<file path="config.mk">
export PLATFORM = sky130hd
export DESIGN_NAME = usb_tx_packet_gen
export DESIGN_NICKNAME = d
export VERILOG_FILES = /design/src/rtl/usb_tx_packet_gen.sv
export SDC_FILE = /design/constraint.sdc
export NUM_CORES = 1
export LEC_CHECK = 0
export ABC_AREA = 1
export CORE_UTILIZATION = 49
export DETAILED_ROUTE_END_ITERATION = 8
export PLACE_DENSITY = 0.77
export SLEW_MARGIN = 20
export SYNTH_ARGS = -nofsm -noshare
export SYNTH_HDL_FRONTEND = slang
export SYNTH_SLANG_ARGS = --single-unit
</file>
<file path="constraint.sdc">
create_clock -name clk -period 1.9 [get_ports clk]
set_clock_uncertainty 0.05 [all_clocks]
set_input_delay 0.19 -clock clk [delete_from_list [all_inputs] [get_ports clk]]
set_output_delay 0.19 -clock clk [all_outputs]
set_load 0.01 [all_outputs]
</file>
<file path="src/rtl/usb_tx_packet_gen.sv">
// USB transmit packet generator: sequences SYNC, PID, payload and CRC16 bytes
// to a serializer over a valid/ack handshake, then requests end-of-packet.
module usb_tx_packet_gen #(
   parameter int MAX_BYTES = 64
) (
   input  logic       clk,
   input  logic       rst,
   input  logic       tx_start,
   input  logic [2:0] tx_packet,
   input  logic [6:0] tx_data_count,
   input  logic [7:0] buf_data,
   output logic       buf_get,
   output logic [7:0] byte_out,
   output logic       byte_valid,
   input  logic       byte_ack,
   output logic       eop_req,
   input  logic       eop_done,
   output logic       tx_busy,
   output logic       tx_done,
   output logic       tx_error
);

   localparam int         CW        = (MAX_BYTES < 1) ? 1 : $clog2(MAX_BYTES + 1);
   localparam logic [6:0] MAX_CNT   = 7'(MAX_BYTES);
   localparam logic [2:0] PKT_DATA0 = 3'b001;
   localparam logic [2:0] PKT_DATA1 = 3'b010;
   localparam logic [2:0] PKT_ACK   = 3'b011;
   localparam logic [2:0] PKT_NAK   = 3'b100;
   localparam logic [2:0] PKT_STALL = 3'b101;

   typedef enum logic [2:0] {
      IDLE, SYNC, PID, DATA, CRC_LO, CRC_HI, EOP, DONE
   } state_t;

   state_t          r_state;
   state_t          w_state_nxt;
   logic [2:0]      r_pkt;
   logic [CW-1:0]   r_cnt;
   logic [15:0]     r_crc;
   logic [15:0]     w_crc_nxt;
   logic [7:0]      r_byte;
   logic            r_valid;
   logic            r_err;
   logic [7:0]      w_pid;
   logic            w_in_data;
   logic            w_in_legal;
   logic            w_launch;
   logic            w_reject;
   logic            w_ack;
   logic            w_pkt_data;
   logic            w_cnt_zero;
   logic            w_cnt_last;
   logic            w_get;

   assign w_in_data  = (tx_packet == PKT_DATA0) || (tx_packet == PKT_DATA1);
   assign w_in_legal = (tx_packet >= PKT_DATA0) && (tx_packet <= PKT_STALL) &&
                       !(w_in_data && (tx_data_count > MAX_CNT));
   assign w_launch   = (r_state == IDLE) && tx_start && w_in_legal;
   assign w_reject   = (r_state == IDLE) && tx_start && !w_in_legal;
   // An ack only counts while a byte is actually on offer.
   assign w_ack      = byte_ack && r_valid;
   assign w_pkt_data = (r_pkt == PKT_DATA0) || (r_pkt == PKT_DATA1);
   assign w_cnt_zero = (r_cnt == '0);
   assign w_cnt_last = (r_cnt == CW'(1));

   always_comb begin
      w_pid = 8'h00;
      case (r_pkt)
         PKT_DATA0: w_pid = 8'hC3;
         PKT_DATA1: w_pid = 8'h4B;
         PKT_ACK:   w_pid = 8'hD2;
         PKT_NAK:   w_pid = 8'h5A;
         PKT_STALL: w_pid = 8'h1E;
         default:   w_pid = 8'h00;
      endcase
   end

   // Reflected CRC16 (0x8005 -> 0xA001), one whole byte folded per load.
   always_comb begin
      w_crc_nxt = r_crc;
      for (int i = 0; i < 8; i++) begin
         w_crc_nxt = {1'b0, w_crc_nxt[15:1]} ^
                     ((w_crc_nxt[0] ^ buf_data[i]) ? 16'hA001 : 16'h0000);
      end
   end

   always_comb begin
      w_get = 1'b0;
      if (!rst && w_ack) begin
         if (r_state == PID)       w_get = w_pkt_data && !w_cnt_zero;
         else if (r_state == DATA) w_get = !w_cnt_last;
      end
   end

   always_comb begin
      w_state_nxt = r_state;
      case (r_state)
         IDLE:   if (w_launch) w_state_nxt = SYNC;
         SYNC:   if (w_ack) w_state_nxt = PID;
         PID: begin
            if (w_ack) begin
               if (!w_pkt_data)     w_state_nxt = EOP;
               else if (w_cnt_zero) w_state_nxt = CRC_LO;
               else                 w_state_nxt = DATA;
            end
         end
         DATA:   if (w_ack && w_cnt_last) w_state_nxt = CRC_LO;
         CRC_LO: if (w_ack) w_state_nxt = CRC_HI;
         CRC_HI: if (w_ack) w_state_nxt = EOP;
         EOP:    if (eop_done) w_state_nxt = DONE;
         DONE:   w_state_nxt = IDLE;
         default: w_state_nxt = IDLE;
      endcase
   end

   always_ff @(posedge clk) begin
      if (rst) r_state <= IDLE;
      else     r_state <= w_state_nxt;
   end

   always_ff @(posedge clk) begin
      if (rst) begin
         r_byte  <= 8'h00;
         r_valid <= 1'b0;
         r_err   <= 1'b0;
         r_pkt   <= 3'b000;
         r_cnt   <= '0;
         r_crc   <= 16'hFFFF;
      end else begin
         r_err <= w_reject;
         case (r_state)
            IDLE: begin
               if (w_launch) begin
                  r_byte  <= 8'h80;
                  r_valid <= 1'b1;
                  r_pkt   <= tx_packet;
                  r_cnt   <= w_in_data ? tx_data_count[CW-1:0] : '0;
                  r_crc   <= 16'hFFFF;
               end
            end
            SYNC: if (w_ack) r_byte <= w_pid;
            PID: begin
               if (w_ack) begin
                  if (!w_pkt_data) begin
                     r_valid <= 1'b0;
                  end else if (w_cnt_zero) begin
                     r_byte <= ~r_crc[7:0];
                  end else begin
                     r_byte <= buf_data;
                     r_crc  <= w_crc_nxt;
                  end
               end
            end
            DATA: begin
               if (w_ack) begin
                  r_cnt <= r_cnt - CW'(1);
                  if (w_cnt_last) begin
                     r_byte <= ~r_crc[7:0];
                  end else begin
                     r_byte <= buf_data;
                     r_crc  <= w_crc_nxt;
                  end
               end
            end
            CRC_LO: if (w_ack) r_byte <= ~r_crc[15:8];
            CRC_HI: if (w_ack) r_valid <= 1'b0;
            DONE:   r_pkt <= 3'b000;
            default: ;
         endcase
      end
   end

   assign buf_get    = w_get;
   assign byte_out   = r_byte;
   assign byte_valid = r_valid;
   assign eop_req    = (r_state == EOP);
   assign tx_busy    = (r_state != IDLE);
   assign tx_done    = (r_state == DONE);
   assign tx_error   = r_err;

endmodule

</file>
After elaboration in Yosys (flattened, before gate mapping)
Index checks and enable logic that the tools add are counted.

Register bits: 39. Input port bits: 23. Output and inout port bits: 14. Word-level logic and storage cells: 136.

Add/sub/neg operators: 1. Order comparisons: 3. Eq/ne operators: 27. Multiplexer cells: 49. Bitwise gates (word level): 18. Reductions and logical operators: 31.

Operators by type and width (count): 16-bit 2-to-1 mux (14); 15-bit by 16-bit bitwise XOR with 16-bit output (8); 8-bit one-hot mux with 5 select lines (2); 8-bit 2-to-1 mux (8); 16-bit one-hot mux with 3 select lines (1); 3-bit 2-to-1 mux (10); 3-bit one-hot mux with 8 select lines (1); 7-bit 2-to-1 mux (3); 7-bit AND reduction (3); 2-bit inequality test, second input constant (10); 3-bit == test, second input constant (6); 8-bit inverter (2); 3-bit by 2-bit == test with 1-bit output, second input constant (5); 7-bit one-hot mux with 2 select lines (1); 1-bit logical AND (10); 3-bit by 1-bit == test with 1-bit output, second input constant (3); 3-bit nonzero test (3); 1-bit bitwise XOR (8); 7-bit by 1-bit == test with 1-bit output, second input constant (1); 7-bit greater-than comparator, second input constant (1); 7-bit logical NOT (1); 1-bit 2-to-1 mux (7); 7-bit by 1-bit subtractor with 7-bit output, second input constant (1); 3-bit one-hot mux with 2 select lines (1); other kinds (12) (19).

Longest topological paths before layout
Gate-level depths: netlist of the first run.

Depth after elaboration: 28. Gate-level depth with buffers: 19. Depth with buffers taken out: 19.

Least setup slack after synthesis of the first run
No wires, ideal clock.

Path kind: reg2reg. Start: register r_cnt[0]. End: register r_crc[6]. Library setup time: 0.134 ns. Arrival: 1.751 ns. Data required time: 1.716 ns. Slack: -0.035 ns. Cell stages (with the launch flop): 14. Buffers on the path: 1. Clock period less this slack: 1.935 ns. Path through: dfxtp_1 > inv_1 > ha_1 > nand2_1 > inv_1 > nand2_1 > nand2_1 > nand2_1 > nand2_1 > nor3_4 > inv_4 > buf_6 > nand2_1 > nand3_1.

Longest elaborated chain between the ends: 3. Elaborated cells on any way between the ends: 5. Classes of those cells: eq/ne (3); reduce/logical (2).

Ends and longest elaborated chain: from (decl) (line 38) `logic [CW-1:0] r_cnt;`; from (signal assigned) (line 137) `r_cnt <= w_in_data ? tx_data_count[CW-1:0] : '0;`; from (signal assigned) (line 156) `r_cnt <= r_cnt - CW'(1);`; 7-bit by 1-bit == test with 1-bit output / 7-bit logical NOT (equally long branches) (line 64, 63); 2-bit inequality test (no line); 7-bit AND reduction (no line) *; to (signal assigned) (line 150) `r_crc <= w_crc_nxt;`; to (signal assigned) (line 161) `r_crc <= w_crc_nxt;`; to (decl) (line 39) `logic [15:0] r_crc;`.

Mark *: on every way between the ends. The rest lies on a longest branch, timed or not. A chain may end at the register's enable or synchronous reset.

Final worst setup path of the first run
Start: register r_cnt[4]. End: register r_crc[15].

Same word-level chain as after synthesis.

==> summary.md, run 1 <==
| Metric | Value |
|---|---|
| Seq. cell area | 801 µm² |
| Iteration-0 DRC Markers | just under 300 |
| Worst-path maximum fanout | 9 |
| Mapped Cells | about 380 |
| Sequential-to-total area share from yosys stat | between 30% and 40% |
| Maximum operating frequency | 507 MHz |
| Flops & latches, synth | 39 |
| CP Data Required Time | 2050 ps |
| Number of different library cells in the post-synthesis netlist | 38 |
| Maximum single-stage delay on the critical path | between 300 and 400 ps |
| Largest net degree at the start of global routing | 27 |
| Most common cell in the netlist | nand2_1 |
| Die Height | 73.9 µm |
| Post-layout minimum cycle time | 1970 ps |
| Master cell of the clock root buffer | clkbuf_8 |
| Initial antenna violation count | 0 |
| Final hold viol count | 0 |
| Worst hold path stage count | 3 |
| Violations in the final reports | negative setup slack |
| Top FF cell, synth | dfxtp_1 |
| Number of buffers added on ports | 36 |
| Post-DR wirelength/cell | 15.8 µm |
| Synth warn | 0 |
| Global Route Usage Sum | 31.6% |
| Max Buffers Root-to-Sink | 2 |
| Final-stage net count | 543 |
| Measured slew at the worst slew-check pin | a little over 400 ps |
| DRC violations left | 0 |
| Die Wd | 73.9 µm |
| Max-slew violation total from the final report | 0 |
| Via density per instance | 5.61 |
| Number of sinks driven by the clock tree | 39 |
| Final number of setup-violating endpoints | 4 |
| Hold WC Path Type | in2reg |
| Dpl ws | -430 ps |
| Commonest cells in the netlist | nand2_1 (78), inv_1 (53), o21ai_0 (43) |
| Average instance area after synthesis | 6.65 µm² |
| Clock buffer count from CTS | 5 |
| CTS tree | built |
| Crit path setup slack, layout | -72.8 ps |
| Area taken by multi-input logic gates | 1770 µm² |
| MaxCap Viol Count | 0 |
| Layout-stage area growth over the synthesis result | 62.0% |
| Total nets after synthesis | around 410 |
| Detail Route Antenna Nets | 0 |
| Slew headroom | 72.3% |
| Worst-Skew Late Latency | 310 ps |
| Share of layout cells above drive strength 1 | between 40% and 50% |
| Portion of the clock cycle consumed by the worst path in the final layout | 104% |
| Global-route wire length before repair | roughly 13000 µm |
| Total power | 6.09 mW |
| Worst setup slack for register-to-register paths | -70 ps |
| Launching point of the worst reg2reg path | r_cnt[4]$_SDFFE_PP0P_ |
| EDFF count, synth | 0 |
| Number of iterations in the first detailed-routing pass | 5 |
| Diodes inserted | 0 |
| Cells traversed along the worst timing path | nor2_1 > inv_1 > nor2_4 > nand3_2 > nand2_2 > buf_4 > nand2_2 > nand2_2 > nor3_4 > buf_6 > buf_6 > buf_6 > o22ai_1 > nand2_1 |
| Endpoint of the worst-slack reg-to-reg timing path | r_crc[15]$_SDFFE_PP1P_ |
| Detailed Place HPWL | between 5000 and 6000 µm |
| Setup repair after global routing missed its margin | yes |
| FFs w/ async S/R, synth | 0% |
| Standard cell with the maximum stage delay on the critical path | dfxtp_1 |
| Sum of negative setup slack | -101 ps |
| Number of filler instances in the final layout | just under 300 |
| Maximum level of the CTS H-tree | 2 |
| Routed via count | 3279 |
| Worst setup path startpoint | r_cnt[4]$_SDFFE_PP0P_ |
| GP Congestion | 0.910 |
| Lkg Pwr | about 1.9 nW |
| Top Ports | 37 |
| Fraction of post-synthesis cell area in the top cell type by area | 30.8% |
| CP Class | reg2reg |
| Final wirelength | 9200 µm |
| Die footprint | 5460 µm² |
| Worst reg2reg path depth | 14 |
| Startpoint type of the worst setup path | flop |
| Total standard cell area after synthesis | 2530 µm² |
| Worst-path clk slew | 80 ps |
| Total congestion overflow after global routing | 0 |
| Result of the run | complete, but fails checks |
| Kind of end point of the critical path | flop |
| Maximum ir drop on the vdd rail | 0.859 mV |
| Pwr per Cell Area | 1480 nW/µm² |
| End point of the critical path | r_crc[15]$_SDFFE_PP1P_ |
| Placeable core region | 4850 µm² |
| Crit path DAT | 2120 ps |
| Leading cell types by total area after synthesis | dfxtp_1 (31%), nand2_1 (12%), o21ai_0 (8.5%) |
| Largest area contributor in the synthesized netlist | dfxtp_1 |
| Initial cell density of the core | 52.3% |
| Number of global-route vias before repair | 2937 |
| # rows | 25 |
[logic make-up after synthesis]
family | share of synthesized area (%)
buffers and inverters | 10.5
and+or+nand+nor | 29.1
adders and majority gates | 1.97
DFF | 30.8
AOI/OAI and AO/OA | 23.5
xor gates and xnor gates | 4.15
[per-stage QoR]
stage                     hold slack (ps)  cell area [µm²]  util (%)  cells
after CTS                             302             3800      78.4    574
after floorplan                       240             2530         -    381
after global routing                  272             4110      84.7    584
final                                 206             4110      84.7    584
after detailed placement              389             3510      72.4    552
after global placement                383             3510      72.4    552
[placed cells by master (no fill, tap or decap), types with 5 or more instances in the layout]
cell,instances
buf_4,87
nand2_1,55
inv_1,42
dfxtp_1,31
nand2_2,29
a21oi_1,28
o21ai_0,28
nand3_1,21
clkdlybuf4s50_1,20
o21ai_1,16
nor2_1,15
inv_2,10
nand3_2,10
buf_6,8
dlygate4sd2_1,7
nor2_4,6
a21oi_2,6
xor2_1,6
nor2_2,5
nor3_1,5
clkbuf_8,5
dlymetal6s2s_1,5
[area by class of cell]
| type | count | area share (%) |
|---|---|---|
| well taps | 67 | 2.04 |
| inverters | 58 | 5.76 |
| multi-input cells | 277 | 43.0 |
| clock inverters | 2 | 0.305 |
| flip-flops and latches | 39 | 19.5 |
| repair buffers | 133 | 27.3 |
| clock buffers | 6 | 1.77 |
| repair inverters | 2 | 0.305 |
[registers in the layout, summed over array words and instances (netlist names)]
name and flops:
byte_valid 1, r_cnt 7, r_pkt 3, tx_error 1
r_state 3, r_crc 16, byte_out 8
[layer usage]
layer / wire length, µm / GRT usage [%] / vias up
met4: 341 / 17.1 / 0
met3: 560 / 6.58 / 39
li1: - / - / 1542
met1: 3650 / 35.1 / 1540
met2: 4640 / 56.1 / 158
met5: 0 / 0 / -
[worst min-delay path by stage]
stage / slack [ps] / end / from
after floorplan: 240 / r_crc[8]$_SDFFE_PP1P_ / rst
after global placement: 380 / byte_out[3]$_SDFFE_PP0P_ / byte_out[3]$_SDFFE_PP0P_
after detailed placement: 390 / byte_out[2]$_SDFFE_PP0P_ / byte_out[2]$_SDFFE_PP0P_
final: 210 / r_pkt[2]$_SDFFE_PP0P_ / tx_packet[2]
after global routing: 270 / r_pkt[2]$_SDFFE_PP0P_ / tx_packet[2]
after CTS: 300 / r_pkt[0]$_SDFFE_PP0P_ / tx_packet[0]
[critical path: cells and delay by family (launching register included)]
kind	cells	cell delay, ps
simple gates	8	750
buf+inv	5	580
flops	1	320
compound gates	1	150
[where the power goes]
group	total, mW	internal (mW)	leakage, nW	switching (mW)
clock	0.585	0.257	0.0412	0.328
sequential	1.26	1.06	0.323	0.203
combinational	4.24	1.96	1.55	2.28
total	6.09	3.28	1.92	2.81
[timing repair]
| item | 4_1_cts | 5_1_grt |
|---|---|---|
| setup endpoints to repair | 26 | 36 |
| resized for setup | 57 | 85 |
| pin swaps | 16 | 30 |
| hold buffers | 0 | 0 |
| gates cloned | 1 | 2 |
| setup buffers | 14 | 8 |
No activity file was read; power rests on OpenSTA's default activity.
==> run 2: changes to the inputs <==
CORE_UTILIZATION = 57   (was 49)
DONT_BUFFER_PORTS = 1   (was not set)
PLACE_DENSITY = 0.76   (was 0.77)
==> run 2 against run 1 <==
The run still ends with negative setup slack left. Non-clock buffer count is 86 lower. Clock power is 45% higher. Highest routed layer unchanged. Register-to-register slack worse by 90 ps. Sequential share of layout area is 4.2 points higher. Die area is 14% lower. Sequential power hardly changed. Largest cell class unchanged. Final cell count is 18% lower. Worst setup slack worse by 87 ps.
==> summary.md, run 2 (synthesized netlist as in run 1, its figures left out) <==
| Metric | Value |
|---|---|
| Result of the run | complete, but fails checks |
| Violations in the final reports | negative setup slack |
| Detail Route Antenna Nets | 0 |
| GP Congestion | 0.911 |
| Hold WC Path Type | in2reg |
| Most used cell, CP | nand2_4 |
| Largest net degree at the start of global routing | 16 |
| Detailed Place HPWL | 4950 µm |
| Worst reg2reg path depth | 17 |
| Number of iterations in the first detailed-routing pass | 5 |
| Die Height | 68.7 µm |
| Register bank with the most flops | r_crc |
| Standard cell with the maximum stage delay on the critical path | dfxtp_2 |
| Number of global-route vias before repair | 2502 |
| DRC violations left | 0 |
| Measured slew at the worst slew-check pin | roughly 660 ps |
| Number of buffers added on ports | 0 |
| Setup repair after global routing missed its margin | yes |
| Source of the worst hold timing path | tx_data_count[0] |
| Crit path setup slack, layout | -159 ps |
| Placeable core region | 4140 µm² |
| Initial cell density of the core | 61.2% |
| Seq. cell area | between 700 and 800 µm² |
| CP Data Required Time | roughly 2100 ps |
| Number of flip-flops under the largest register name | 16 |
| Area taken by multi-input logic gates | 1740 µm² |
| Switching power share of the total | a little under half |
| Final wirelength | 8350 µm |
| Total power | approximately 5.6 mW |
| Slew headroom | 55.9% |
| Clock buffer count from CTS | 5 |
| Part of the total power dissipated in sequential elements | 22.9% |
| Worst hold endpoint | r_cnt[0]$_SDFFE_PP0P_ |
| Global-route wire length before repair | 11200 µm |
| Die footprint | 4720 µm² |
| Iteration-0 DRC Markers | 394 |
| Number of sinks driven by the clock tree | 39 |
| Maximum ir drop on the vdd rail | 1.12 mV |
| MaxCap Viol Count | 0 |
| Die Wd | 68.7 µm |
| Launching point of the worst reg2reg path | r_crc[0]$_SDFFE_PP1P_ |
| CP Class | reg2reg |
| Maximum operating frequency | 486 MHz |
| Lkg Pwr | 1.52 nW |
| Post-Place Cell Area | 2830 µm² |
| Routed via count | 3031 |
| Total congestion overflow after global routing | 0 |
| Max Buffers Root-to-Sink | 2 |
| CTS tree | built |
| Initial antenna violation count | 0 |
| Non-filler instance count after layout | between 400 and 500 |
| Max-slew violation total from the final report | 0 |
| Cell internal power dissipation | 3.01 mW |
| Worst hold path stage count | 2 |
| Power share of the clock group | 15.1% |
| Maximum level of the CTS H-tree | 2 |
| Most common library cell in the layout ignoring fill and taps | nand2_1 |
| Switching power summed over all nets | 2.62 mW |
| Final number of setup-violating endpoints | 11 |
| Worst path bufs/invs | 1 |
| Maximum single-stage delay on the critical path | 390 ps |
| Cell type group with the largest total delay on the critical path | simple AND/OR/NAND/NOR gates |
| Finished Cell Area | between 3000 and 4000 µm² |
| Most frequent cells in the layout | nand2_1 (60), inv_1 (44), buf_4 (41) |
| Worst setup path startpoint | r_crc[0]$_SDFFE_PP1P_ |
| Cells traversed along the worst timing path | inv_2 > nand2_1 > nand2_2 > nand2_4 > nand2_4 > nand2_4 > nand2_4 > nand2_4 > nand2_4 > nand2_4 > nand3_4 > nand3_1 > nand2_1 > nand3_1 > nand2_1 > o21ai_1 > nand2_1 |
| Final-stage net count | 456 |
| Worst-path clk slew | 90 ps |
| Layout-stage area growth over the synthesis result | 32.7% |
| Cell count after placement | 457 |
| Crit path DAT | about 2200 ps |
| Pwr per Cell Area | 1670 nW/µm² |
| Share of layout cells above drive strength 1 | 31.2% |
| Master cell of the clock root buffer | clkbuf_8 |
| Post-DR wirelength/cell | around 17 µm |
| Diodes inserted | 0 |
| Post-layout minimum cycle time | approximately 2000 ps |
| Startpoint type of the worst setup path | flop |
| Number of filler instances in the final layout | 273 |
| Worst setup slack for register-to-register paths | -160 ps |
| Via density per instance | 6.31 |
| Worst-path maximum fanout | 4 |
| Top Ports | 37 |
| Final hold viol count | 0 |
| Portion of the clock cycle consumed by the worst path in the final layout | 108% |
| Endpoint of the worst-slack reg-to-reg timing path | r_crc[12]$_SDFFE_PP1P_ |
| Kind of end point of the critical path | flop |
| Worst-Skew Late Latency | 310 ps |
| Sum of negative setup slack | -660 ps |
| Global Route Usage Sum | ~32% |
| Relative contribution of combinational cells to total power | 62.0% |
| # rows | 23 |
run 2: cell types whose count changed in the layout (fill, tap and decap cells not counted), moves of 6 or more:
cell / change
buf_4: -46
clkdlybuf4s50_1: -20
nand2_2: -17
nand2_4: +12
o21ai_0: +11
o21ai_1: -9
dlygate4sd2_1: -7
buf_6: -6
run 2: worst reg2reg max path: stages (launching register included):
cell	delay, ps
dfxtp_2	390
inv_2	70
nand2_1	90
nand2_2	90
nand2_4	100
nand2_4	60
nand2_4	90
nand2_4	60
nand2_4	80
nand2_4	80
nand2_4	70
nand3_4	90
nand3_1	130
nand2_1	110
nand3_1	100
nand2_1	70
o21ai_1	150
nand2_1	70
run 2: final cells by class:
cell class	instances	area share, %
Clock inverter	3	2.01
Sequential cell	39	23.7
Tap cell	50	1.86
Multi-Input combinational cell	277	51.8
Timing Repair Buffer	47	11.6
Clock buffer	5	2.05
Timing Repair inverter	1	0.186
Inverter	58	6.81
run 2: how the worst max path moves through the flow:
stage,depth (start not counted),slack [ps],endpoint
after floorplan,13,30,r_crc[6]$_SDFFE_PP1P_
after global routing,16,-270,r_crc[11]$_SDFFE_PP1P_
final,17,-160,r_crc[12]$_SDFFE_PP1P_
after global placement,16,-60,r_crc[0]$_SDFFE_PP1P_
after CTS,11,-40,buf_get
after detailed placement,16,-60,r_crc[0]$_SDFFE_PP1P_
run 2: per-layer routing:
metal	vias to the layer above	global-route usage [%]	part of all wire (%)
li1	1372	-	-
met5	-	0	0
met2	223	49.6	44
met4	0	11.5	3.8
met1	1391	42.5	40
met3	45	8.72	12
run 2: metrics by stage:
step | util (%) | worst slack [ps] | hold WS (ps)
after floorplan | - | 34.5 | 240
after global routing | 81.2 | -270 | 38.2
final | 81.2 | -159 | 11.2
after detailed placement | 68.2 | -56.0 | 216
after CTS | 73.8 | -42.7 | 9.98
after global placement | 68.2 | -59.8 | 214
run 2: power groups by stage:
stage / sequential [mW] / combinational (mW) / clock [mW]
3_5_place_dp: 1.26 / 2.64 / 0
4_1_cts: 1.24 / 2.80 / 0.848
6_report: 1.29 / 3.49 / 0.849
2_1_floorplan: 1.23 / 1.84 / 0
5_1_grt: 1.32 / 3.77 / 0.877
3_3_place_gp: 1.25 / 2.60 / 0
run 2: timing repair:
item | 4_1_cts | 5_1_grt
resized for setup | 21 | 65
pin swaps | 6 | 26
hold buffers | 2 | 0
hold endpoints to repair | 11 | 0
cloned | 0 | 1
endpoints found under the setup margin | 9 | 31
buffers inserted | 3 | 9
==> run 3: changes to the inputs <==
HOLD_SLACK_MARGIN = 0.12   (was not set)
==> run 3 against run 2 <==
The flow still finishes with violations (negative setup slack). Combinational power barely moved. Routed wire length fell by 2.5%. Worst setup slack improved by 37 ps. First-iteration DRC count fell by 3.0%. Critical path depth did not move. Utilization rose by 0.91 points. Die area did not move. Sequential power barely moved. Largest cell class unchanged. Largest power group unchanged. Highest routed layer unchanged.
==> summary.md, run 3 (synthesized netlist as in run 1, its figures left out) <==
| Metric | Value |
|---|---|
| Initial antenna violation count | 0 |
| Global Route Usage Sum | approximately a third |
| Pwr per Cell Area | 1650 nW/µm² |
| Maximum operating frequency | 494 MHz |
| Number of sinks driven by the clock tree | 39 |
| Top Ports | 37 |
| Post-layout minimum cycle time | 2020 ps |
| Worst hold path stage count | 2 |
| Sum of negative setup slack | -218 ps |
| Global-route wire length before repair | between 10000 and 15000 µm |
| CTS tree | built |
| Max-slew violation total from the final report | 0 |
| Clock buffer count from CTS | 5 |
| Number of buffers added on ports | 0 |
| Most common library cell in the layout ignoring fill and taps | nand2_1 |
| Final core area utilization | between 80% and 90% |
| Cell count after placement | 457 |
| Launching point of the worst reg2reg path | r_crc[1]$_SDFFE_PP1P_ |
| Routed via count | 2953 |
| Startpoint type of the worst setup path | flop |
| Maximum ir drop on the vdd rail | 0.950 mV |
| Switching power share of the total | 46.3% |
| Final wirelength | 8140 µm |
| Largest net degree at the start of global routing | 16 |
| Max Buffers Root-to-Sink | 2 |
| Most crowded layer after global routing | met2 |
| Iteration-0 DRC Markers | roughly 380 |
| Placeable core region | around 4100 µm² |
| Source of the worst hold timing path | tx_data_count[4] |
| Crit path DAT | around 2200 ps |
| Non-filler instance count after layout | 483 |
| Die Height | 68.7 µm |
| Initial cell density of the core | approximately three fifths |
| CP Class | reg2reg |
| Post-DR wirelength/cell | 16.9 µm |
| # rows | 23 |
| Worst setup path startpoint | r_crc[1]$_SDFFE_PP1P_ |
| Met2 layer usage reported by global route | 50.6% |
| Final number of setup-violating endpoints | 4 |
| Number of filler instances in the final layout | 260 |
| Layout-stage area growth over the synthesis result | 34.2% |
| Total congestion overflow after global routing | 0 |
| Detailed Place HPWL | 4950 µm |
| Maximum level of the CTS H-tree | 2 |
| CP Data Required Time | 2040 ps |
| Worst setup slack for register-to-register paths | -120 ps |
| Crit path setup slack, layout | -122 ps |
| Final hold viol count | 0 |
| Measured slew at the worst slew-check pin | 478 ps |
| Worst-path maximum fanout | 4 |
| GP Congestion | 0.911 |
| Worst-path clk slew | roughly 90 ps |
| Worst-Skew Late Latency | 300 ps |
| Number of global-route vias before repair | ~2500 |
| Register bank with the most flops | r_crc |
| Master cell of the clock root buffer | clkbuf_8 |
| Portion of the clock cycle consumed by the worst path in the final layout | 106% |
| Slew headroom | 67.9% |
| MaxCap Viol Count | 0 |
| Die footprint | 4720 µm² |
| Relative contribution of combinational cells to total power | 61.9% |
| Hold WC Path Type | in2reg |
| Final-stage net count | 459 |
| Part of the total power dissipated in sequential elements | 23.0% |
| Die Wd | 68.7 µm |
| Worst reg2reg path depth | 17 |
| DRC violations left | 0 |
| Lkg Pwr | around 1.5 nW |
| Via density per instance | 6.11 |
| Global Route met3 Usage | under 10% |
| Number of flip-flops under the largest register name | 16 |
| Switching power summed over all nets | 2.59 mW |
| Most frequent cells in the layout | nand2_1 (59), inv_1 (43), o21ai_0 (39), buf_4 (39), a21oi_1 (33) |
| Detail Route Antenna Nets | 0 |
| Setup repair after global routing missed its margin | yes |
| Global routing met1 resource utilization | 43.2% |
| Result of the run | complete, but fails checks |
| Violations in the final reports | negative setup slack |
| Number of iterations in the first detailed-routing pass | 5 |
| Cell internal power dissipation | 3.01 mW |
| Power share of the clock group | roughly 15% |
| Diodes inserted | 0 |
| Share of layout cells above drive strength 1 | 31.2% |
| Kind of end point of the critical path | flop |
## run 3: repair_timing
action	in CTS	in global routing
endpoints found under the setup margin	9	31
buffers inserted	3	8
gates resized for setup	21	67
pin swaps	6	24
hold endpoints to repair	15	0
cloned	0	1
hold buffers	6	0
## run 3: path summary, 6_finish.rpt
| path | endpoint |
|---|---|
| worst min-delay path | r_cnt[4]$_SDFFE_PP0P_ |
| worst max register to register | r_crc[12]$_SDFFE_PP1P_ |
| worst max-delay path | r_crc[12]$_SDFFE_PP1P_ |
| worst min register to register | byte_out[5]$_SDFFE_PP0P_ |
## run 3: final cells by class
type                            count  area, µm²  share of cell area (%)
Timing Repair inverter              1       5.00                   0.147
Inverter                           58        229                    6.73
Multi-Input combinational cell    277       1750                    51.3
Clock inverter                      3       67.6                    1.99
Clock buffer                        5       68.8                    2.02
Timing Repair Buffer               50        427                    12.5
Tap cell                           50       62.6                    1.84
Sequential cell                    39        797                    23.4
## run 3: stage by stage
step | power [mW] | setup WS (ps) | hold slack, ps | instance area (µm²)
floorplan | 3.07 | 34.5 | 240 | 2530
global placement | 3.85 | -59.8 | 214 | 2830
detailed placement | 3.89 | -56.0 | 216 | 2830
CTS | 4.90 | -42.7 | 126 | 3100
global route | 5.96 | -234 | 145 | 3400
finish | 5.60 | -122 | 127 | 3400
## run 3: critical path: stages (launching register included)
cell and delay, ps:
dfxtp_4 420, inv_4 60, nand2_4 80, nand2_4 60, nand2_4 90, nand2_4 70, nand2_4 70, nand2_2 70
nand2_4 110, nand2_4 80, nand2_4 70, nand3_4 90, nand3_1 140, nand2_1 110, nand3_1 80, nand2_1 50
o21ai_1 140, nand2_1 70
## run 3: power groups by stage
stage / Clock [mW] / Sequential, mW / Combinational [mW]
2_1_floorplan: 0 / 1.23 / 1.84
3_3_place_gp: 0 / 1.25 / 2.60
3_5_place_dp: 0 / 1.26 / 2.64
4_1_cts: 0.848 / 1.24 / 2.81
5_1_grt: 0.884 / 1.32 / 3.76
6_report: 0.848 / 1.29 / 3.46
## run 3: per-layer routing
layer,wire length (µm),share of wire [%]
met5,0,0
met4,278,3.4
met3,765,9.4
met2,3620,44
met1,3480,43
